**config.mk**
```make
export PLATFORM = sky130hd
export DESIGN_NAME = nclic_dispatch
export DESIGN_NICKNAME = d
export VERILOG_FILES = /design/src/rtl/nclic_pkg.sv /design/src/rtl/prio_stack.sv /design/src/rtl/nclic_dispatch.sv
export SDC_FILE = /design/constraint.sdc
export NUM_CORES = 1
export LEC_CHECK = 0
export CORE_ASPECT_RATIO = 1.75
export CORE_MARGIN = 5
export CORE_UTILIZATION = 51
export CTS_BUF_LIST = sky130_fd_sc_hd__clkbuf_4 sky130_fd_sc_hd__clkbuf_8
export CTS_CLUSTER_SIZE = 8
export DETAILED_ROUTE_END_ITERATION = 8
export PLACE_DENSITY_LB_ADDON = 0.05
export SLEW_MARGIN = 20
export SYNTH_ARGS = -nofsm -noshare
export SYNTH_HDL_FRONTEND = slang
export SYNTH_SLANG_ARGS = --single-unit
```
**constraint.sdc**
```tcl
create_clock -name clk -period 2.4 [get_ports clk]
set_clock_uncertainty 0.1 [all_clocks]
set_input_delay 0.36 -clock clk [delete_from_list [all_inputs] [get_ports clk]]
set_output_delay 0.36 -clock clk [all_outputs]
set_load 0.01 [all_outputs]
```
**src/rtl/nclic_pkg.sv**
```systemverilog
// Shared NCLIC widths and types used by the tree, the pending bank and the dispatcher.
package nclic_pkg;

  localparam int unsigned Priorities = 4;
  localparam int unsigned IntAmount  = 8;
  localparam int unsigned NestDepth  = Priorities;
  localparam int unsigned PrioWidth  = $clog2(Priorities);
  localparam int unsigned IntIdWidth = $clog2(IntAmount);
  localparam int unsigned DepthWidth = $clog2(NestDepth + 1);

  typedef logic [PrioWidth-1:0]  IntPrio;
  typedef logic [IntIdWidth-1:0] IntId;

  typedef enum logic {
    IDLE = 1'b0,
    REQ  = 1'b1
  } disp_state_e;

  // Request payload latched when an interrupt wins preemption.
  typedef struct packed {
    IntId   id;
    IntPrio prio;
  } irq_req_t;

endpackage

```
**src/rtl/prio_stack.sv**
```systemverilog
// Nesting stack of handler priorities; top, depth, empty and full are all registered.
module prio_stack #(
  parameter int unsigned Depth      = 4,
  parameter int unsigned Width      = 2,
  parameter int unsigned DepthWidth = $clog2(Depth + 1)
) (
  input  logic                  clk,
  input  logic                  reset,
  input  logic                  push,
  input  logic                  pop,
  input  logic [Width-1:0]      din,
  output logic [Width-1:0]      top,
  output logic [DepthWidth-1:0] depth,
  output logic                  empty,
  output logic                  full
);

  localparam int unsigned AddrWidth = (Depth > 1) ? $clog2(Depth) : 1;

  logic [Width-1:0]      mem [Depth];
  logic                  do_pop;
  logic                  do_push;
  logic [DepthWidth-1:0] base;
  logic [DepthWidth-1:0] depth_n;
  logic [Width-1:0]      top_n;

  // A pop is applied before a push, so push+pop overwrites the current top slot.
  always_comb begin
    do_pop  = pop && !empty;
    do_push = push && (!full || do_pop);
    base    = do_pop ? depth - DepthWidth'(1) : depth;
    depth_n = base + DepthWidth'(do_push);
    top_n   = top;
    if (do_push) begin
      top_n = din;
    end else if (do_pop) begin
      top_n = (depth >= DepthWidth'(2)) ? mem[AddrWidth'(depth - DepthWidth'(2))] : '0;
    end
  end

  always_ff @(posedge clk) begin
    if (do_push) begin
      mem[AddrWidth'(base)] <= din;
    end
  end

  always_ff @(posedge clk or negedge reset) begin
    if (!reset) begin
      top   <= '0;
      depth <= '0;
      empty <= 1'b1;
      full  <= 1'b0;
    end else begin
      top   <= top_n;
      depth <= depth_n;
      empty <= (depth_n == '0);
      full  <= (depth_n == DepthWidth'(Depth));
    end
  end

endmodule

```
**src/rtl/nclic_dispatch.sv**
```systemverilog
// Takes the tree winner, requests the core when it preempts, and tracks nesting on ack/return.
module nclic_dispatch
  import nclic_pkg::*;
(
  input  logic   clk,
  input  logic   reset,
  input  logic   tree_valid,
  input  IntId   tree_id,
  input  IntPrio tree_prio,
  output logic   irq_req,
  output IntId   irq_id,
  input  logic   irq_ack,
  input  logic   irq_ret,
  output logic   clr_pending,
  output IntId   clr_id,
  output IntPrio cur_prio,
  output logic   active,
  output logic   ret_err
);

  disp_state_e           state, state_n;
  irq_req_t              req_q, req_n;
  logic                  irq_req_n;
  logic                  clr_n;
  IntId                  clr_id_n;
  logic                  err_n;
  logic                  preempt;
  logic                  take;
  logic                  push;
  IntPrio                stk_top;
  logic [DepthWidth-1:0] stk_depth;
  logic                  stk_empty;
  logic                  stk_full;

  assign cur_prio = stk_top;
  assign active   = !stk_empty;
  assign irq_id   = req_q.id;

  assign preempt = tree_valid && (stk_empty || (tree_prio > stk_top));
  assign take    = (state == REQ) && irq_ack;
  assign push    = take && (!stk_full || irq_ret);

  prio_stack #(
    .Depth     (NestDepth),
    .Width     (PrioWidth),
    .DepthWidth(DepthWidth)
  ) u_stack (
    .clk  (clk),
    .reset(reset),
    .push (push),
    .pop  (irq_ret),
    .din  (req_q.prio),
    .top  (stk_top),
    .depth(stk_depth),
    .empty(stk_empty),
    .full (stk_full)
  );

  // Next state and next registered outputs; the request is frozen while in REQ.
  always_comb begin
    state_n   = state;
    req_n     = req_q;
    irq_req_n = irq_req;
    clr_n     = 1'b0;
    clr_id_n  = clr_id;
    err_n     = irq_ret && (stk_depth == '0);
    case (state)
      IDLE: begin
        if (preempt) begin
          state_n   = REQ;
          irq_req_n = 1'b1;
          req_n.id   = tree_id;
          req_n.prio = tree_prio;
        end
      end
      REQ: begin
        if (irq_ack) begin
          state_n   = IDLE;
          irq_req_n = 1'b0;
          clr_n     = 1'b1;
          clr_id_n  = req_q.id;
        end
      end
      default: state_n = IDLE;
    endcase
  end

  always_ff @(posedge clk or negedge reset) begin
    if (!reset) begin
      state       <= IDLE;
      req_q       <= '0;
      irq_req     <= 1'b0;
      clr_pending <= 1'b0;
      clr_id      <= '0;
      ret_err     <= 1'b0;
    end else begin
      state       <= state_n;
      req_q       <= req_n;
      irq_req     <= irq_req_n;
      clr_pending <= clr_n;
      clr_id      <= clr_id_n;
      ret_err     <= err_n;
    end
  end

endmodule

```
==> impl_metrics.toml <==
[status]
status = "finished clean"

[route]
route.detailed.drc = 0
avgViaCountPerCell = 5.45
route.vias.total = 823
drt_iter0_markers = 17
first_pass_iters = 4
wl_um = 2340
avgRoutedWirePerCell_um = 15.5
ant_nets = 0

[final_layout]
design_area_mm2 = 0.00157
drive_gt1_frac = 0.208
fin_nets = 143
multi_input_area_um2 = 472
n_antenna_cell = 0
n_fill_cell = 204
area_growth_syn_to_layout_pct = 23.7
final_cell_count_no_fill = 151
regArea_um2 = 717

[floorplan]
coreArea_mm2 = 0.00243
fp.dieH_um = 76.0
ios = 22
die_area_mm2 = 0.00363
die_w_um = 47.7
rows = 24
start_util = 0.523

[worst_setup_path]
rrSetupSlack_ps = 280
end_kind = "register"
crit_fanout = 5
setup.worst_path.start_class = "register"
worstPathRequired_ps = 2490
crit_chain = "nand2b_1 > nand2_4 > nand2_4 > inv_4 > ha_1 > ha_1 > xor2_1 > xnor2_1 > buf_4 > nor3_1"
arrival_ps = 2210
crit_type = "reg -> reg"
r2r_start = "u_stack.empty$_DFF_PN1_"
cp_slowest_stage_delay_ps = 610
crit_path_top_delay_cell = "dfstp_2"
r2r_end = "u_stack.empty$_DFF_PN1_"
r2r_cells = 10

[timing]
finalSetupTns_ps = 0
tightest_slew_ps = 492
slew_viol_final = 0
final-setup-viol-count = 0
relSlewSlack = 0.668
clock.fmax_ghz = 0.472
fin_crit_ps = 2120
post-route-period-util = 0.882
setup_slack_ps = 283
hold_violations = 0
timing.hold.ws_ps = 319
rsz0062_at_grt = "no"

[clock_tree]
htreeDepth = 1
cts_root_buffer = "clkbuf_8"
numCtsBuffers = 3
insertion_delay_ps = 270
cts_hold_buf = 0
cts.path.max_buffers = 2
cts_tree = "done"
cts_resized = 0
clk_pin_slew_worst_paths_ps = 90
cts_setup_buffers = 0
numClockSinks = 27

[min_path]
hold_path_class = "in -> async"

[synthesis]
synthAdderAreaFrac = 0.0689
synth_compound_area_frac = 0.0758
synth_edf_count = 8
synth-simple-area-share = 0.0994
syn_area_mm2 = 0.00127
synth_top_family_by_area = "multiplexers"
muxShareOfSynthArea = 0.106
ys_warn_count = 0
synth_cell_type_count = 34
ys_async_sr_fraction = 0.704
syn-mean-instance-area_um2 = 12.8
syn_inst = 99
syn_nets = 116
ys_seq_area_frac = 0.564
synth_ff_type = "dfrtp_1"
ys_ff_latch = 27
post_synth_xor_area_fraction = 0.0207

[pwr]
powerDensity_mw_per_mm2 = 1230
p_leak_uw = 0.000682
vdd_drop_max_mv = 0.722

[global_route]
grt_pass1_wl_um = 4080
antenna_found_initial = 0
globalRouteTotalUtil = 0.154
grt_pass1_vias = 941
grt_max_degree = 20
overflow = 0

[placement]
dp.final_hpwl_um = 1870
gp_congestion = 0.816
placed_cell_area_mm2 = 0.00152
dp_cells = 147
io_buffer_count = 21
pre_cts_slack_ps = 24.4

[run]
drv_cap = 0
## cells in the mapped netlist, types with 2 or more instances
library cell | number | area, um2
a31oi_1 | 3 | 18.8
mux2_2 | 7 | 78.8
nand2_4 | 2 | 22.5
buf_4 | 3 | 22.5
xnor2_1 | 2 | 17.5
dfrtp_1 | 18 | 450
nor2_1 | 4 | 15.0
edfxtp_1 | 8 | 240
a22oi_1 | 2 | 15.0
ha_1 | 7 | 87.6
inv_1 | 9 | 33.8
nor3_1 | 3 | 15.0
nand2_1 | 6 | 22.5
mux4_2 | 2 | 45.0
o21ai_0 | 4 | 20.0
## metrics by stage
step | total power, uW | utilization
after CTS | 1960 | 0.647
after detailed placement | 1700 | 0.627
after global routing | 2100 | 0.647
final | 1930 | 0.647
after floorplan | 1340 | -
after global placement | 1680 | 0.627
## how the worst max path moves through the flow
stage	startpoint	to	slack [ps]	cells after the start
6_report	u_stack.empty$_DFF_PN1_	u_stack.empty$_DFF_PN1_	280	10
5_1_grt	u_stack.empty$_DFF_PN1_	u_stack.full$_DFF_PN0_	120	9
4_1_cts	u_stack.empty$_DFF_PN1_	u_stack.empty$_DFF_PN1_	270	10
3_5_place_dp	tree_prio[1]	irq_id[1]$_DFFE_PN0P_	20	6
3_3_place_gp	tree_prio[1]	req_q[1]$_DFFE_PN0P_	60	6
2_1_floorplan	u_stack.empty$_DFF_PN1_	u_stack.full$_DFF_PN0_	360	10
## cell usage in the layout, fill, tap and decap left out, drive strengths merged
master	n
clkdlybuf4s50	21
o21ai	4
nor3	3
dfrtp	18
edfxtp	8
a2bb2oi	1
clkbuf	3
dfstp	1
clkinvlp	1
o211ai	1
ha	7
nor2	4
or3	1
nand2	8
a21oi	1
a31oi	3
nand3	1
xnor2	2
inv	10
nand2b	1
o21a	1
nor2b	2
xor2	1
o311ai	1
mux4	2
a22oi	2
mux2	8
nor3b	1
buf	7
and3	1
## area by class of cell
type | instances | share of cell area
Inverter | 10 | 0.0255
Clock inverter | 1 | 0.00477
Sequential cell | 27 | 0.456
Timing Repair Buffer | 28 | 0.167
Multi-Input combinational cell | 56 | 0.300
Clock buffer | 3 | 0.0263
Tap cell | 26 | 0.0207
## flip-flops by register name, summed over array words and instances (netlist names)
name,count
u_stack.empty,1
clr_pending,1
state,1
u_stack.depth,3
u_stack.top,2
ret_err,1
irq_req,1
req_q,2
clr_id,3
u_stack.full,1
u_stack.mem,8
irq_id,3
## logic make-up (layout without fill, tap and decap cells)
family / count (synthesis) / in the layout
mux: 10 / 10
simple gates: 22 / 22
fa+ha+maj: 7 / 7
flops: 27 / 27
compound gates: 14 / 14
buf+inv: 16 / 42
xor+xnor: 3 / 3
## critical path, delay by kind of cell, from the launching register on
| family | cells | cell delay (ps) |
|---|---|---|
| buffers and inverters | 2 | 180 |
| and+or+nand+nor | 4 | 480 |
| DFF | 1 | 610 |
| xor gates and xnor gates | 2 | 300 |
| adders and majority gates | 2 | 380 |
## routing by layer
metal,track usage,share of wire,up-vias
met3,0.0284,0.036,6
li1,-,-,392
met2,0.251,0.57,21
met1,0.183,0.37,404
met5,0,0,-
met4,0.0755,0.022,0
## power breakdown
group | leakage, uW | internal, uW | switching [uW]
Clock | 0.0000217 | 118 | 137
Sequential | 0.000302 | 665 | 112
Combinational | 0.000358 | 486 | 417
(Power assumes the default switching activity.)
